==> src/rtl/mem_arbiter.sv <==
// Two-port memory arbiter: instruction fetch (IF) and load/store (LS) share one
// memory port with a single outstanding transaction and bounded IF starvation.
module mem_arbiter #(
  parameter int XLEN     = 32,
  parameter int STRB_W   = XLEN / 8,
  parameter int MAX_WAIT = 4
) (
  input  logic              i_clk,
  input  logic              i_rst,
  input  logic              i_if_req,
  input  logic [XLEN-1:0]   i_if_addr,
  output logic              o_if_gnt,
  output logic              o_if_rvalid,
  output logic [XLEN-1:0]   o_if_rdata,
  input  logic              i_ls_req,
  input  logic              i_ls_we,
  input  logic [XLEN-1:0]   i_ls_addr,
  input  logic [XLEN-1:0]   i_ls_wdata,
  input  logic [STRB_W-1:0] i_ls_wstrb,
  output logic              o_ls_gnt,
  output logic              o_ls_rvalid,
  output logic [XLEN-1:0]   o_ls_rdata,
  input  logic              i_flush,
  output logic              o_mem_req,
  output logic              o_mem_we,
  output logic [XLEN-1:0]   o_mem_addr,
  output logic [XLEN-1:0]   o_mem_wdata,
  output logic [STRB_W-1:0] o_mem_wstrb,
  input  logic              i_mem_gnt,
  input  logic              i_mem_rvalid,
  input  logic [XLEN-1:0]   i_mem_rdata,
  output logic [1:0]        dbg_state
);

  typedef enum logic [1:0] {
    IDLE    = 2'd0,
    BUSY_IF = 2'd1,
    BUSY_LS = 2'd2
  } state_t;

  state_t     state;
  logic [3:0] starve;
  logic       discard;

  logic in_idle;
  logic starve_max;
  logic ls_win;
  logic if_win;
  logic if_resp;

  // Handshake: a request is accepted only in the cycle where o_mem_req and
  // i_mem_gnt are both high; the matching o_x_gnt pulses in that same cycle.
  // Every output is gated by i_rst so nothing leaks while reset is held.
  assign in_idle    = i_rst && (state == IDLE);
  assign starve_max = (starve == 4'(MAX_WAIT));
  assign ls_win     = i_ls_req && !(i_if_req && starve_max);
  assign if_win     = i_if_req && !ls_win;

  assign o_mem_req = in_idle && (i_if_req || i_ls_req);
  assign o_ls_gnt  = o_mem_req && i_mem_gnt && ls_win;
  assign o_if_gnt  = o_mem_req && i_mem_gnt && if_win;

  always_comb begin
    o_mem_addr  = '0;
    o_mem_we    = 1'b0;
    o_mem_wdata = '0;
    o_mem_wstrb = '0;
    if (o_mem_req) begin
      if (ls_win) begin
        o_mem_addr  = i_ls_addr;
        o_mem_we    = i_ls_we;
        o_mem_wdata = i_ls_wdata;
        o_mem_wstrb = i_ls_wstrb;
      end else begin
        o_mem_addr  = i_if_addr;
      end
    end
  end

  // A flush arriving on the response cycle itself must also drop the fetch.
  assign if_resp     = i_rst && (state == BUSY_IF) && i_mem_rvalid;
  assign o_if_rvalid = if_resp && !discard && !i_flush;
  assign o_if_rdata  = o_if_rvalid ? i_mem_rdata : '0;
  assign o_ls_rvalid = i_rst && (state == BUSY_LS) && i_mem_rvalid;
  assign o_ls_rdata  = o_ls_rvalid ? i_mem_rdata : '0;

  assign dbg_state = state;

  always_ff @(posedge i_clk or negedge i_rst) begin
    if (!i_rst) begin
      state   <= IDLE;
      starve  <= '0;
      discard <= 1'b0;
    end else begin
      case (state)
        IDLE: begin
          discard <= 1'b0;
          if (o_mem_req && i_mem_gnt) begin
            if (ls_win) begin
              state <= BUSY_LS;
              if (i_if_req && !starve_max) starve <= starve + 4'd1;
            end else begin
              state  <= BUSY_IF;
              starve <= '0;
            end
          end
        end
        BUSY_IF: begin
          if (i_flush) discard <= 1'b1;
          if (i_mem_rvalid) begin
            state   <= IDLE;
            discard <= 1'b0;
          end
        end
        BUSY_LS: begin
          if (i_mem_rvalid) state <= IDLE;
        end
        default: state <= IDLE;
      endcase
    end
  end

endmodule

==> config.mk <==
export PLATFORM = sky130hd
export DESIGN_NAME = mem_arbiter
export DESIGN_NICKNAME = d
export VERILOG_FILES = /design/src/rtl/mem_arbiter.sv
export SDC_FILE = /design/constraint.sdc
export NUM_CORES = 1
export LEC_CHECK = 0
export CAP_MARGIN = 20
export CELL_PAD_IN_SITES_DETAIL_PLACEMENT = 0
export CELL_PAD_IN_SITES_GLOBAL_PLACEMENT = 1
export CORE_MARGIN = 2
export CORE_UTILIZATION = 13
export DETAILED_ROUTE_END_ITERATION = 12
export GPL_TIMING_DRIVEN = 1
export PLACE_DENSITY = 0.88
export SYNTH_ARGS = -nofsm -noshare
export SYNTH_HDL_FRONTEND = slang
export SYNTH_SLANG_ARGS = --single-unit
==> constraint.sdc <==
create_clock -name i_clk -period 1.8 [get_ports i_clk]
set_input_delay 0.27 -clock i_clk [delete_from_list [all_inputs] [get_ports i_clk]]
set_output_delay 0.27 -clock i_clk [all_outputs]
set_load 0.02 [all_outputs]
* After elaboration in Yosys (flattened, before gate mapping)
Cells that the tools add are included.
** Word-level totals
- Output and inout bits :: 140
- Word-level logic and storage cells :: 57
- Register bits :: 7
- Input port bits :: 140
** Operators by class
- Multiplexer cells :: 19
- Reduce and logical (&&, ||, !) cells :: 27
- Equal/unequal tests :: 7
- $add $sub $neg :: 1
** Operators by type and width (number)
- $mux W32 :: 6
- $mux W4 :: 4
- $logic_and A1 B1 Y1 :: 15
- $mux W2 :: 3
- $ne A2 B1 Y1 const B :: 3
- $logic_not A1 Y1 :: 5
- $add A4 B1 Y4 const B :: 1
- $eq A4 B3 Y1 const B :: 1
- $mux W1 :: 4
- $pmux W2 S2 :: 1
- $reduce_and A2 Y1 :: 2
- $ne A3 B3 Y1 const B :: 1
- $reduce_and A3 Y1 :: 1
- $eq A2 B1 Y1 const B :: 1
- $eq A2 B2 Y1 const B :: 1
- $logic_not A2 Y1 :: 1
- $pmux W1 S2 :: 1
- $reduce_bool A2 Y1 :: 1
- $reduce_or A2 Y1 :: 1
- $logic_or A1 B1 Y1 :: 1

* Logic depth before layout (Yosys ltp)
Gate-level depths: netlist (run 1).
- Word-level depth :: 7
- Depth in mapped cells :: 8
- Mapped depth without buffers :: 5

* Least setup slack after synthesis (run 1)
OpenSTA, ideal clock, no wires.
- Path type :: register to output
- Start point :: reg state[0], in the netlist dbg_state[0]
- End point :: out o_mem_addr[12]
- Cell stages (with the launch flop) :: 7
- Data required time :: 1530 ps
- Slack :: -97 ps
- Data arrival time :: 1627 ps
- Buffers on the path :: 2
- Path through :: dfrtp_1 > inv_1 > ha_1 > buf_2 > o211ai_1 > clkbuf_1 > a21oi_1
** Between the ends
- Cells in the longest elaborated chain, start to end :: 4
** RTL lines
- from (decl) :: line 41 : state_t state;
- from (signal assigned) :: line 91 : state <= IDLE;
- from (signal assigned) :: line 100 : state <= BUSY_LS;
- from (signal assigned) :: line 103 : state <= BUSY_IF;
- $logic_not A2 Y1 :: line 54 : assign in_idle = i_rst && (state == IDLE);
- $logic_and A1 B1 Y1 :: line 54
- $logic_and A1 B1 Y1 :: line 59 : assign o_mem_req = in_idle && (i_if_req || i_ls_req);
- $mux W32 :: line 68 : if (o_mem_req) begin
- to (decl) :: line 26 : output logic [XLEN-1:0] o_mem_addr,
No other way between the ends.

* Worst setup path in the final report (run 1)
- Start point :: reg starve[0]
- End point :: out o_mem_wstrb[0]
** Between the ends
- Cells in the longest elaborated chain, start to end :: 6
** RTL lines
- from (decl) :: line 42 : logic [3:0] starve;
- from (signal assigned) :: line 101 : if (i_if_req && !starve_max) starve <= starve + 4'd1;
- $eq A4 B3 Y1 :: line 55 : assign starve_max = (starve == 4'(MAX_WAIT));
- $logic_and A1 B1 Y1 :: line 56 : assign ls_win = i_ls_req && !(i_if_req && starve_max);
- $logic_not A1 Y1 :: line 56
- $logic_and A1 B1 Y1 :: line 56
- $mux W4 :: line 69 : if (ls_win) begin
- $mux W4 :: line 68
- to (decl) :: line 28 : output logic [STRB_W-1:0] o_mem_wstrb,
No other way between the ends.

==> results of run 1 <==
[final timing paths]
check | cells after the start | start | end | slack (ns)
min in group i_clk | 2 | discard | discard | 0.58
hold reg to reg | 2 | discard | discard | 0.58
setup reg to reg | 8 | dbg_state[1] | dbg_state[0] | 0.09
setup / recovery | 8 | starve[0] | o_mem_wstrb[0] | -0.29
max in group asynchronous | 3 | i_rst | starve[0] | 1.51
hold / removal | 2 | i_rst | discard | 0.01
[flip-flops by register name, summed over array words and instances (netlist names)]
| signal | cells |
|---|---|
| discard | 1 |
| starve | 4 |
| dbg_state | 2 |
[kinds of logic (layout without fill, tap and decap cells)]
family,after synthesis,count (layout)
and+or+nand+nor,159,159
AOI/OAI and AO/OA,76,76
buffers and inverters,35,362
DFF,7,7
adders and majority gates,5,5
[per-layer routing]
layer | track usage [%] | share of wire [%] | vias up
met5 | 0 | 0 | -
met3 | 2.26 | 7.2 | 20
met4 | 3.59 | 1.9 | 0
li1 | - | - | 1635
met2 | 26.1 | 54 | 167
met1 | 14.8 | 37 | 1655
[synth_stat cells, types with 2 or more instances]
library cell / n
nand4_1: 3
and2_4: 10
clkbuf_1: 16
nand3_1: 35
dfrtp_1: 7
buf_2: 9
a21oi_1: 34
nand2_1: 6
and2_1: 91
and4_1: 2
nor2_1: 4
ha_1: 5
o211ai_1: 2
and3_1: 2
buf_6: 3
o21ai_0: 33
inv_1: 7
[cell type report]
cell class                 instances  area [µm²]
tap                              176         220
sequential                         7         178
timing repair buffer             351        3830
clock buffer                       4        78.8
inverter                           7        26.3
multi-input combinational        240        2020
fill                            1223        7000
[what timing repair did]
| action | in CTS | in global routing |
|---|---|---|
| buffers inserted | 2 | 17 |
| endpoints found under the setup margin | 138 | 138 |
| pin swaps | 11 | 75 |
| cloned | 3 | 17 |
| resized for setup | 530 | 448 |
[power groups by stage]
stage,sequential (mW),combinational (mW),clock [mW]
3_3_place_gp,0.229,2.18,0
3_5_place_dp,0.231,2.23,0
4_1_cts,0.234,2.32,0.391
6_report,0.241,3.03,0.386
5_1_grt,0.246,3.19,0.395
2_1_floorplan,0.265,0.990,0
[critical path, stage by stage, from the launching register on]
cell and delay, ns:
dfrtp_1 0.39, inv_2 0.08, ha_4 0.13, and4b_4 0.30, nor3_4 0.06, buf_12 0.15
clkbuf_16 0.15, and2_2 0.19, buf_6 0.13
[cells in the final DEF (no fill, tap or decap), drive strengths merged, types with 2 or more instances in the layout]
cell type,instances
dfrtp,7
and3,2
nand4,3
clkdlybuf4s50,140
nor2,4
ha,5
and4,2
and2,101
inv,7
nand3,35
buf,195
o211ai,2
nand2,6
o21ai,33
clkbuf,18
a21oi,34
==> reports/metrics.yaml, run 1 <==
clockBufferDepth: 2
grt_usage_pct: 13.4
final_design_area_no_fill_mm2: 0.00635
drv_cap: 0
io_buffer_count: 279
tightestPinTransition_ns: 0.493
antenna_cells: 0
finalCriticalPeriod_ns: 2.09
worstSkewPairLatency_ns: 0.23
hpwl_mm: 8.60
cts_sinks: 7
yosys_warnings: 0
p_int_mw: 2.16
peakVddDrop_uv: 384
start_util_pct: 13.4
wl_per_cell_um: 17.3
gp_congestion: 0.807
core_mm2: 0.0133
antenna_found_initial: 0
fin_util_pct: 47.6
synth_top_family_by_area: "simple AND/OR/NAND/NOR gates"
grt_pass1_wl_mm: 15.9
ant_nets: 0
nNetsFinal: 755
setup_viol: 137
die_height_um: 121
post_synth.cell_area_avg_um2: 6.36
critical_path_class: "reg -> out"
synth_compound_area_share_pct: 23.1
ys_seq_area_share_pct: 9.76
wl_mm: 13.6
clock_skew_ns: 0.00134
fp-row-count: 42
final.setup.worst_slack_ns: -0.294
yosys-top-cells-area: "and2_1 32%, dfrtp_1 9.8%, nand3_1 9.8%"
vias: 3477
clkTransAtPathRegs_ns: 0.04
cts-root-buf: "clkbuf_16"
htreeDepth: 1
grt_pass1_vias: 3135
drtIter0Drc: 120
die_w_um: 121
required_ns: 1.53
cp.arrival_ns: 1.82
cp-end-kind: "output pin"
syn_inst: 282
drive_gt1_share_pct: 59.9
worst-path-max-fanout: 7
rsz0062_at_grt: "true"
synthToLayoutAreaGrowth_pct: 254
synthSimpleGateAreaFrac_pct: 54.5
yosysUniqueCellTypes: 30
switching_share_pct: 40.8
final-max-slew-violation-count: 0
grt_start_max_net_pins: 34
fin_setup_tns_ns: -25.62
combinationalPowerShare_pct: 82.8
syn-num-nets: 427
fin_total_pwr_mw: 3.65
p_per_area_mw_per_mm2: 576
synth_edf_count: 0
synth_xor_area_share_pct: 0
final_cells: 785
max_slew_margin_pct: 67.1
cts_hold_buf: 0
first_pass_iters: 4
ys_seq_elements: 7
post_drt_via_cell_ratio: 4.43
fin_crit_sh_pct: 116
pwr-share-seq_pct: 6.6
post_dp_cell_area_mm2: 0.00506
synth_adder_area_share_pct: 3.49
p_sw_mw: 1.49
status: "complete, but fails checks"
ios: 280
clkPwrFrac_pct: 10.6
syn-cell-area_mm2: 0.00179
dp_slack_ns: -0.684
hold_viol_final: 0
netlist.top_cell.by_area: "and2_1"
cts_tree: "done"
globalRouteOverflowTotal: 0
synth_top_flop_cell: "dfrtp_1"
dp_cells: 744
dieArea_mm2: 0.0148
async_reset_ff_share_pct: 100
max_freq_mhz: 478
yosys.area.top_type_share_pct: 31.7
hold_path_class: "in -> async"
holdWs_ns: 0.0126
synth_mux_area_share_pct: 0
violations: "negative setup slack"
numCtsBuffers: 3
p_leak_nw: 2.79
drc: 0
crit_path_start_kind: "register"
No activity file was read; power rests on OpenSTA's default activity.
==> inputs of run 2 (changes only) <==
--- a/config.mk
+++ b/config.mk
@@ -5,14 +5,15 @@
 export SDC_FILE = /design/constraint.sdc
 export NUM_CORES = 1
 export LEC_CHECK = 0
+export ABC_AREA = 1
 export CAP_MARGIN = 20
 export CELL_PAD_IN_SITES_DETAIL_PLACEMENT = 0
 export CELL_PAD_IN_SITES_GLOBAL_PLACEMENT = 1
 export CORE_MARGIN = 2
-export CORE_UTILIZATION = 13
+export CORE_UTILIZATION = 11
 export DETAILED_ROUTE_END_ITERATION = 12
 export GPL_TIMING_DRIVEN = 1
-export PLACE_DENSITY = 0.88
+export PLACE_DENSITY = 0.85
 export SYNTH_ARGS = -nofsm -noshare
 export SYNTH_HDL_FRONTEND = slang
 export SYNTH_SLANG_ARGS = --single-unit
==> reports/metrics.yaml, run 2 <==
syn-cell-area_mm2: 0.00168
vias: 3480
yosys-top-cells-area: "nor2_1 38%, nand2_1 14%, dfrtp_1 10%"
cts_tree: "done"
first_pass_iters: 4
setup_viol: 111
required_ns: 1.53
start_util_pct: 11.2
htreeDepth: 1
synth_adder_area_share_pct: 3.72
grt_start_max_net_pins: 18
cts-root-buf: "clkbuf_16"
final_cells: 885
syn_inst: 363
final_common_cell: "clkdlybuf4s50_1"
yosys_warnings: 0
largest_register_ffs: 4
io_buffer_count: 279
tightestPinTransition_ns: 0.449
yosys.area.top_type_share_pct: 37.9
post_dp_cell_area_mm2: 0.00504
top_register: "starve"
cp-end-kind: "output pin"
ant_nets: 0
synth_top_flop_cell: "dfrtp_1"
async_reset_ff_share_pct: 100
clkPwrFrac_pct: 9.4
grt_pass1_wl_mm: 16.4
ys_seq_area_share_pct: 10.4
pwr-share-seq_pct: 5.6
p_sw_mw: 1.78
rr_startpoint: "starve[0]"
numCtsBuffers: 3
wl_per_cell_um: 13.7
die_height_um: 128
synth_mux_area_share_pct: 0
grt_pass1_vias: 3211
fp-row-count: 45
combinationalPowerShare_pct: 85.0
drv_cap: 0
max_slew_margin_pct: 70.1
worstSkewPairLatency_ns: 0.23
hold_viol_final: 0
post_synth.cell_area_avg_um2: 4.64
antenna_cells: 0
core_mm2: 0.0151
cpLargestDelayFamily: "buffers and inverters"
p_leak_nw: 2.98
max_stage_delay_ns: 0.38
synth_edf_count: 0
netlist.top_cell.by_area: "nor2_1"
crit_path_start_kind: "register"
peakVddDrop_uv: 326
path_cells: "inv_2 -> ha_4 -> nand2_2 -> inv_2 -> nand2_4 -> inv_6 -> buf_12 -> buf_12 -> buf_12 -> o21ai_2 -> nor2_1 -> buf_4"
post_drt_via_cell_ratio: 3.93
globalRouteOverflowTotal: 0
status: "complete, but fails checks"
ios: 280
max_freq_mhz: 485
cp.arrival_ns: 1.79
rsz0062_at_grt: "true"
final_design_area_no_fill_mm2: 0.00637
gp_congestion: 0.740
wl_mm: 12.1
grt_usage_pct: 12.6
synth_top_family_by_area: "simple AND/OR/NAND/NOR gates"
switching_share_pct: 43.5
synth_xor_area_share_pct: 0.520
worst-path-max-fanout: 8
p_per_area_mw_per_mm2: 643
ys_seq_elements: 7
die_w_um: 128
dieArea_mm2: 0.0163
syn-num-nets: 508
critPathMostFrequentCell: "buf_12"
fin_crit_sh_pct: 114
clockBufferDepth: 2
critical_path_class: "reg -> out"
yosys-top-cells-count: "170 x nor2_1, 61 x nand2_1, 46 x inv_1"
clock_skew_ns: 0.00159
antenna_found_initial: 0
synthSimpleGateAreaFrac_pct: 55.7
synthToLayoutAreaGrowth_pct: 279
p_int_mw: 2.32
clkTransAtPathRegs_ns: 0.04
violations: "negative setup slack"
final.setup.worst_slack_ns: -0.260
drc: 0
hpwl_mm: 8.04
drtIter0Drc: 63
dp_cells: 848
final_cell_mix: "137 x clkdlybuf4s50_1, 101 x buf_4, 78 x nor2_1, 67 x buf_6, 53 x nor2_2"
final-max-slew-violation-count: 0
critPathLaunch: "dbg_state[1]"
synth_compound_area_share_pct: 10.3
finalCriticalPeriod_ns: 2.06
drive_gt1_share_pct: 54.1
nNetsFinal: 843
crit_buf_inv: 7
yosysUniqueCellTypes: 21
cts_sinks: 7
cp_slowest_cell: "dfrtp_1"
yosysMostFrequentCell: "nor2_1"
fin_util_pct: 42.2
hold_path_class: "in -> async"
-- run 2: changes by cell type in the layout (fill, tap and decap cells not counted), moves of 37 or more --
| cell | previous run | this run |
|---|---|---|
| nand2_1 | 5 | 42 |
| buf_6 | 123 | 67 |
| nor2_4 | 0 | 40 |
| nor2_1 | 3 | 78 |
| nor2_2 | 1 | 53 |
| buf_4 | 55 | 101 |
| and2_4 | 59 | 0 |
-- run 2: path summary, 6_finish.rpt --
| check | endpoint | slack, ns | depth (start not counted) |
|---|---|---|---|
| min reg2reg | starve[3] | 0.59 | 3 |
| max in group asynchronous | dbg_state[1] | 1.42 | 3 |
| max reg2reg | starve[1] | 0.18 | 12 |
| max | o_mem_addr[4] | -0.26 | 12 |
| min in group i_clk | discard | 0.51 | 3 |
| min | discard | 0.25 | 3 |
-- run 2: area by class of cell --
cell class,count,area (µm²)
inverter,50,205
sequential,7,175
timing repair inverter,1,11.3
timing repair buffer,351,3710
clock buffer,4,78.8
tap,188,235
multi-input combinational,284,1960
fill,1542,8720
-- run 2: cells by family (layout without fill, tap and decap cells) --
family                   count (synthesis)  after routing
adder cells (fa/ha/maj)                  5              5
flip-flops                               7              7
AND/OR/NAND/NOR                        243            244
AO/OA/AOI/OAI                           34             34
buffers and inverters                   73            406
XOR/XNOR                                 1              1
-- run 2: worst min-delay path, cell delays in order --
cell	delay, ns
dlygate4sd2_1	0.25
buf_6	0.14
buf_4	0.16
-- run 2: power by group through the flow --
stage | Combinational [mW] | Sequential, mW | Clock, mW
2_1_floorplan | 1.05 | 0.259 | 0
3_3_place_gp | 2.41 | 0.218 | 0
3_5_place_dp | 2.42 | 0.222 | 0
4_1_cts | 2.96 | 0.227 | 0.395
5_1_grt | 3.72 | 0.233 | 0.405
6_report | 3.48 | 0.227 | 0.386
-- run 2: per-stage QoR --
stage	total power, mW	setup WS (ns)	hold slack (ns)	TNS [ns]
floorplan	1.30	-0.0142	-0.0256	-0.142
global placement	2.63	-0.624	0.567	-71.17
detailed placement	2.64	-0.648	0.578	-72.91
CTS	3.58	-0.266	0.226	-15.86
global route	4.36	-0.371	0.271	-27.18
finish	4.10	-0.260	0.254	-17.19
-- run 2: layer usage --
metal / track usage [%] / routed length, µm / vias up
li1: - / - / 1746
met5: 0 / 0 / -
met4: 1.62 / 145 / 0
met3: 3.51 / 1170 / 14
met2: 25.0 / 6340 / 193
met1: 13.6 / 4450 / 1527
-- run 2: timing repair --
item                       4_1_cts  5_1_grt
pin swaps                        9       40
hold endpoints to repair         0        0
gates resized for setup        785      231
setup endpoints to repair      138      130
gates cloned                    11        4
setup buffers                    9       10
hold buffers                     0        0
==> inputs of run 3 (changes only) <==
--- a/config.mk
+++ b/config.mk
@@ -12,6 +12,7 @@
 export CORE_MARGIN = 2
 export CORE_UTILIZATION = 11
 export DETAILED_ROUTE_END_ITERATION = 12
+export GPL_ROUTABILITY_DRIVEN = 0
 export GPL_TIMING_DRIVEN = 1
 export PLACE_DENSITY = 0.85
 export SYNTH_ARGS = -nofsm -noshare
==> results of run 3 <==
Final layout, timing and power as in run 2 (identical DEF).
